[src/rtl/div_unit_pkg.sv]
// Shared constants and types for the iterative MIPS DIV/DIVU unit.
// Holds the FSM state encodings and the decode that drives start_i/signed_i.
package div_unit_pkg;

   localparam int DIV_CYCLES = 32;

   localparam logic [5:0] OP_SPECIAL = 6'h00;
   localparam logic [5:0] FUNCT_DIV  = 6'h1A;
   localparam logic [5:0] FUNCT_DIVU = 6'h1B;

   typedef enum logic [1:0] {
      DIV_IDLE = 2'd0,
      DIV_BUSY = 2'd1,
      DIV_DONE = 2'd2
   } div_state_e;

   typedef struct packed {
      logic start;
      logic sgn;
   } div_ctrl_t;

   // Same op/funct decode as the ALU control; feeds start_i / signed_i.
   function automatic div_ctrl_t div_decode(input logic [5:0] op, input logic [5:0] funct);
      div_ctrl_t c;
      c.start = (op == OP_SPECIAL) && ((funct == FUNCT_DIV) || (funct == FUNCT_DIVU));
      c.sgn   = (op == OP_SPECIAL) && (funct == FUNCT_DIV);
      return c;
   endfunction

endpackage

[src/rtl/div_step.sv]
// One combinational restoring-division iteration: shift {rem,quo} left,
// trial-subtract the divisor and keep the difference when it is non-negative.
module div_step #(
   parameter int WIDTH = 32
) (
   input  logic [WIDTH-1:0] rem_i,
   input  logic [WIDTH-1:0] quo_i,
   input  logic [WIDTH-1:0] divisor_i,
   output logic [WIDTH-1:0] rem_o,
   output logic [WIDTH-1:0] quo_o
);

   logic [WIDTH:0] shifted;
   logic [WIDTH:0] trial;

   assign shifted = {rem_i, quo_i[WIDTH-1]};
   assign trial   = shifted - {1'b0, divisor_i};

   // rem stays below divisor, so a non-negative trial always fits in WIDTH bits.
   always_comb begin
      rem_o = trial[WIDTH] ? shifted[WIDTH-1:0] : trial[WIDTH-1:0];
      quo_o = {quo_i[WIDTH-2:0], ~trial[WIDTH]};
   end

endmodule

[src/rtl/div_unit.sv]
// Iterative radix-2 restoring divider for DIV/DIVU; LO = quotient, HI = remainder.
// Stalls the pipeline while iterating and aborts on flush.
module div_unit
   import div_unit_pkg::*;
#(
   parameter int WIDTH = 32,
   parameter int CNT_W = 6
) (
   input  logic             clk,
   input  logic             rst,
   input  logic             start_i,
   input  logic             signed_i,
   input  logic             flush_i,
   input  logic [WIDTH-1:0] dividend_i,
   input  logic [WIDTH-1:0] divisor_i,
   output logic             stall_o,
   output logic             done_o,
   output logic [WIDTH-1:0] quotient_o,
   output logic [WIDTH-1:0] remainder_o
);

   div_state_e       state_q;
   logic [CNT_W-1:0] cnt_q;
   logic [WIDTH-1:0] rem_q, quo_q, dvsr_q;
   logic [WIDTH-1:0] quotient_q, remainder_q;
   logic             q_neg_q, r_neg_q;

   logic [WIDTH-1:0] rem_d, quo_d;
   logic [WIDTH-1:0] a_mag, b_mag;
   logic             a_neg, b_neg;
   logic             capture, div_zero, last_step;

   assign a_neg = signed_i & dividend_i[WIDTH-1];
   assign b_neg = signed_i & divisor_i[WIDTH-1];
   // -(2^(WIDTH-1)) maps onto itself, which is the correct unsigned magnitude.
   assign a_mag = a_neg ? -dividend_i : dividend_i;
   assign b_mag = b_neg ? -divisor_i  : divisor_i;

   assign capture   = (state_q == DIV_IDLE) && start_i && !flush_i;
   assign div_zero  = (divisor_i == '0);
   assign last_step = (cnt_q == CNT_W'(WIDTH - 1));

   assign stall_o     = (capture && !div_zero) || ((state_q == DIV_BUSY) && !flush_i);
   assign done_o      = (state_q == DIV_DONE);
   assign quotient_o  = quotient_q;
   assign remainder_o = remainder_q;

   div_step #(.WIDTH(WIDTH)) u_step (
      .rem_i     (rem_q),
      .quo_i     (quo_q),
      .divisor_i (dvsr_q),
      .rem_o     (rem_d),
      .quo_o     (quo_d)
   );

   always_ff @(posedge clk or posedge rst) begin
      if (rst) begin
         state_q     <= DIV_IDLE;
         cnt_q       <= '0;
         rem_q       <= '0;
         quo_q       <= '0;
         dvsr_q      <= '0;
         q_neg_q     <= 1'b0;
         r_neg_q     <= 1'b0;
         quotient_q  <= '0;
         remainder_q <= '0;
      end else begin
         unique case (state_q)
            DIV_IDLE: begin
               if (capture) begin
                  q_neg_q <= a_neg ^ b_neg;
                  r_neg_q <= a_neg;
                  dvsr_q  <= b_mag;
                  rem_q   <= '0;
                  quo_q   <= a_mag;
                  cnt_q   <= '0;
                  if (div_zero) begin
                     quotient_q  <= '1;
                     remainder_q <= dividend_i;
                     state_q     <= DIV_DONE;
                  end else begin
                     state_q     <= DIV_BUSY;
                  end
               end
            end
            DIV_BUSY: begin
               if (flush_i) begin
                  state_q <= DIV_IDLE;
               end else begin
                  rem_q <= rem_d;
                  quo_q <= quo_d;
                  cnt_q <= cnt_q + 1'b1;
                  if (last_step) begin
                     quotient_q  <= q_neg_q ? -quo_d : quo_d;
                     remainder_q <= r_neg_q ? -rem_d : rem_d;
                     state_q     <= DIV_DONE;
                  end
               end
            end
            // start_i is still the same instruction here, so it is ignored.
            DIV_DONE: state_q <= DIV_IDLE;
            default:  state_q <= DIV_IDLE;
         endcase
      end
   end

endmodule

[config.mk]
export PLATFORM = sky130hd
export DESIGN_NAME = div_unit
export DESIGN_NICKNAME = d
export VERILOG_FILES = /design/src/rtl/div_unit_pkg.sv /design/src/rtl/div_step.sv /design/src/rtl/div_unit.sv
export SDC_FILE = /design/constraint.sdc
export NUM_CORES = 1
export LEC_CHECK = 0
export ABC_AREA = 1
export BUFFER_PORTS_ARGS = -buffer_cell sky130_fd_sc_hd__buf_2
export CORE_ASPECT_RATIO = 0.6
export CORE_UTILIZATION = 50
export DETAILED_ROUTE_END_ITERATION = 12
export PLACE_DENSITY_LB_ADDON = 0.05
export RECOVER_POWER = 100
export SLEW_MARGIN = 20
export SYNTH_ARGS = -nofsm -noshare
export SYNTH_HDL_FRONTEND = slang
export SYNTH_SLANG_ARGS = --single-unit
[constraint.sdc]
create_clock -name clk -period 5.68 [get_ports clk]
set_input_delay 0.852 -clock clk [delete_from_list [all_inputs] [get_ports clk]]
set_output_delay 0.852 -clock clk [all_outputs]
set_load 0.05 [all_outputs]
==> flow_summary_export.csv <==
group,metric,value,unit
synthesis,synthXorXnorAreaFrac,0.0315,
grt,overflow,0,
hold_path,worstHoldPathType,"flop to flop",
detailed_routing,wirelength,44900,µm
timing,rsz0062_at_grt,"no",
critical_path,cp-end-kind,"flop",
cts,clk_pin_slew,0.08,ns
timing,max_slew_margin,-1.28,
place,io_buffers,134,
detailed_routing,drc,0,
final_layout,nNetsFinal,2339,
critical_path,r2r_slack,0.75,ns
place,gp_congestion,1.02,
timing,skew,0.0151,ns
timing,period_needed,4.93,ns
critical_path,cp-start-kind,"flop",
cts,cts_resized,0,
timing,period_share,0.868,
synthesis,yosysWarnings,0,
cts,cts_buffers,17,
detailed_routing,first_pass_iters,8,
synthesis,synth_area,13600,µm²
cts,tritoncts,"built",
final_layout,final-seq-area,4250,µm²
pwr,powerDensity,701,nW/µm²
status,status,"finished, violations left",
detailed_routing,wl_per_cell,17.2,µm
final_layout,final-instance-count-excl-fill,2606,
grt,grt_max_degree,101,
synthesis,yosys.area_share.simple,0.376,
synthesis,synth-seq-cells,170,
synthesis,synthAdderAreaFrac,0.0355,
synthesis,synth_area_per_cell,6.36,µm²
die,ios,135,
synthesis,synth-async-reset-ratio,1.00,
critical_path,path_max_fanout,49,
final_layout,fillers,2728,
timing,fin_setup_tns,0,ns
timing,setup_viol,0,
cts,cts.hold.buffers_added,0,
critical_path,crit_arrival,5.27,ns
grt,grt_pass1_vias,12706,
grt,grt_pass1_wl,70800,µm
synthesis,synth-edff-count,0,
detailed_routing,drtIter0Drc,1557,
die,coreArea,26600,µm²
final_layout,area_delta_synth_final,9.77,%
synthesis,synth_seq_area_share,0.313,
cts,cts_setup_buffers,0,
timing,worstMarginPinSlew,3.40,ns
grt,antenna_found_initial,0,
final_layout,stdcell_area,14900,µm²
timing,final-hold-violation-count,0,
pwr,power.total,10500,µW
final_layout,multi_input_area,7720,µm²
synthesis,synth_cell_type_count,56,
synthesis,synth_mux_area_frac,0,
timing,final-max-slew-violation-count,172,
die,rows,46,
critical_path,worstPathRequired,6.02,ns
cts,clk_path_buf_depth,2,
final_layout,drive_gt1_frac,0.0722,
grt,gr-usage-all-layers,0.328,
pwr,ir_worst_vdd,0.386,mV
die,die_h,130,µm
run,maxCapViolCount,3,
place,dpl.cell_count,2573,
cts,h-tree-depth,4,
detailed_routing,viasPerCell,5.47,
cts,clockRootBuffer,"clkbuf_16",
detailed_routing,detail-route-antenna-nets,0,
timing,max_clock_freq,203,MHz
die,die-area,27900,µm²
critical_path,path_class,"flop to flop",
status,failed_checks,"capacitance limit, slew limit",
synthesis,syn_inst,2139,
synthesis,synth_top_family_by_area,"simple AND/OR/NAND/NOR gates",
synthesis,synth_compound_area_frac,0.129,
pwr,p_leak,0.00766,µW
synthesis,synth_nets,2246,
synthesis,yosys_most_used_dff,"dfrtp_1",
detailed_routing,vias,14260,
cts,clock_latency,0.45,ns
cts,numClockSinks,170,
place,hpwl,34700,µm
place,place_area,14500,µm²
die,start_util,0.512,
die,fp.dieW,215,µm
## final timing paths
path | from | to | cells after the start
min reg2reg | quotient_o[13] | quotient_o[13] | 2
min in group asynchronous | rst | rem_q[3] | 2
max | state_q[0] | quo_q[18] | 8
max reg2reg | state_q[0] | quo_q[18] | 8
max in group asynchronous | rst | cnt_q[5] | 2
min | quotient_o[13] | quotient_o[13] | 2
## stage by stage
stage,hold slack [ns],util,setup slack [ns]
detailed placement,0.460,0.545,1.37
floorplan,0.453,-,0.225
global placement,0.460,0.545,1.48
CTS,0.478,0.569,1.35
finish,0.480,0.562,0.749
global route,0.503,0.562,0.404
## worst max-delay path, stage by stage (launching register included)
cell and delay [ns]:
dfrtp_1 0.39, nand2_1 0.13, nor2_1 0.13, nor2_4 0.13
clkbuf_1 1.95, inv_2 0.93, clkbuf_1 0.64, o21ai_0 0.40
inv_1 0.08
## cell type report
type,instances,share of cell area
multi-input cells,1574,0.517
clock buffers,20,0.0313
inverters,323,0.0813
repair buffers,146,0.0447
flip-flops and latches,170,0.285
diodes,1,0.000168
clock inverters,12,0.0108
well taps,360,0.0302
## sequential cells by signal, indices dropped and copies added (netlist names)
| signal | count |
|---|---|
| cnt_q | 6 |
| dvsr_q | 32 |
| q_neg_q | 1 |
| quo_q | 32 |
| quotient_o | 32 |
| r_neg_q | 1 |
| remainder_o | 32 |
| rem_q | 32 |
| state_q | 2 |
## report_power, final
group | internal, µW | total, µW | switching [µW]
clock network | 732 | 1280 | 545
logic | 1910 | 7090 | 5170
registers | 1680 | 2100 | 427
total | 4320 | 10500 | 6140
## Yosys cell counts, types with 6 or more instances
cell type / n / area share
o21ai_1: 8 / 0.0029
o22ai_1: 27 / 0.012
nand3b_1: 11 / 0.0061
clkinv_1: 6 / 0.0017
nand4_1: 29 / 0.013
o21ai_0: 118 / 0.043
dfrtp_1: 170 / 0.31
nor2_1: 200 / 0.055
a31oi_1: 8 / 0.0037
a21oi_1: 98 / 0.036
buf_1: 6 / 0.0017
ha_1: 37 / 0.034
nand2_4: 11 / 0.0091
nand2_1: 649 / 0.18
xnor2_1: 14 / 0.0090
clkbuf_1: 47 / 0.013
buf_2: 10 / 0.0037
nand2_2: 26 / 0.012
nor3_1: 39 / 0.014
o31ai_1: 6 / 0.0033
buf_6: 7 / 0.0058
nor4_1: 13 / 0.0060
nand3_1: 165 / 0.061
nor2_2: 11 / 0.0051
inv_1: 312 / 0.086
xor2_1: 35 / 0.023
o211ai_1: 17 / 0.0094
## cells by family (layout without fill, tap and decap cells)
logic type                 count (synthesis)  in the layout
other                                      0              1
AOI/OAI and AO/OA                        311            311
buffers and inverters                    395            501
DFF                                      170            170
and+or+nand+nor                         1176           1176
adders and majority gates                 38             38
xor gates and xnor gates                  49             49
## metal layers
metal | GRT usage | vias to the layer above | wire length, µm | share of wire
met2 | 0.441 | 581 | 17300 | 0.38
met4 | 0.0601 | 0 | 331 | 0.0074
li1 | - | 7041 | - | -
met1 | 0.513 | 6614 | 22500 | 0.50
met5 | 0 | - | 0 | 0
met3 | 0.0921 | 24 | 4780 | 0.11
## cells in the final DEF, fill, tap and decap left out, types with 8 or more instances in the layout
master	synthesis	final
a31oi_1	8	8
nor3_1	39	39
a21oi_1	98	98
clkbuf_1	47	73
clkbuf_16	0	17
xor2_1	35	35
nand2_2	26	21
xnor2_1	14	14
o22ai_1	27	27
nand2_1	649	660
o211ai_1	17	17
buf_2	10	67
nand3b_1	11	11
dfrtp_1	170	170
nor4_1	13	13
o21ai_0	118	119
nand4_1	29	29
nor2_1	200	203
nand3_1	165	167
inv_1	312	310
ha_1	37	37
(Power assumes the default switching activity.)
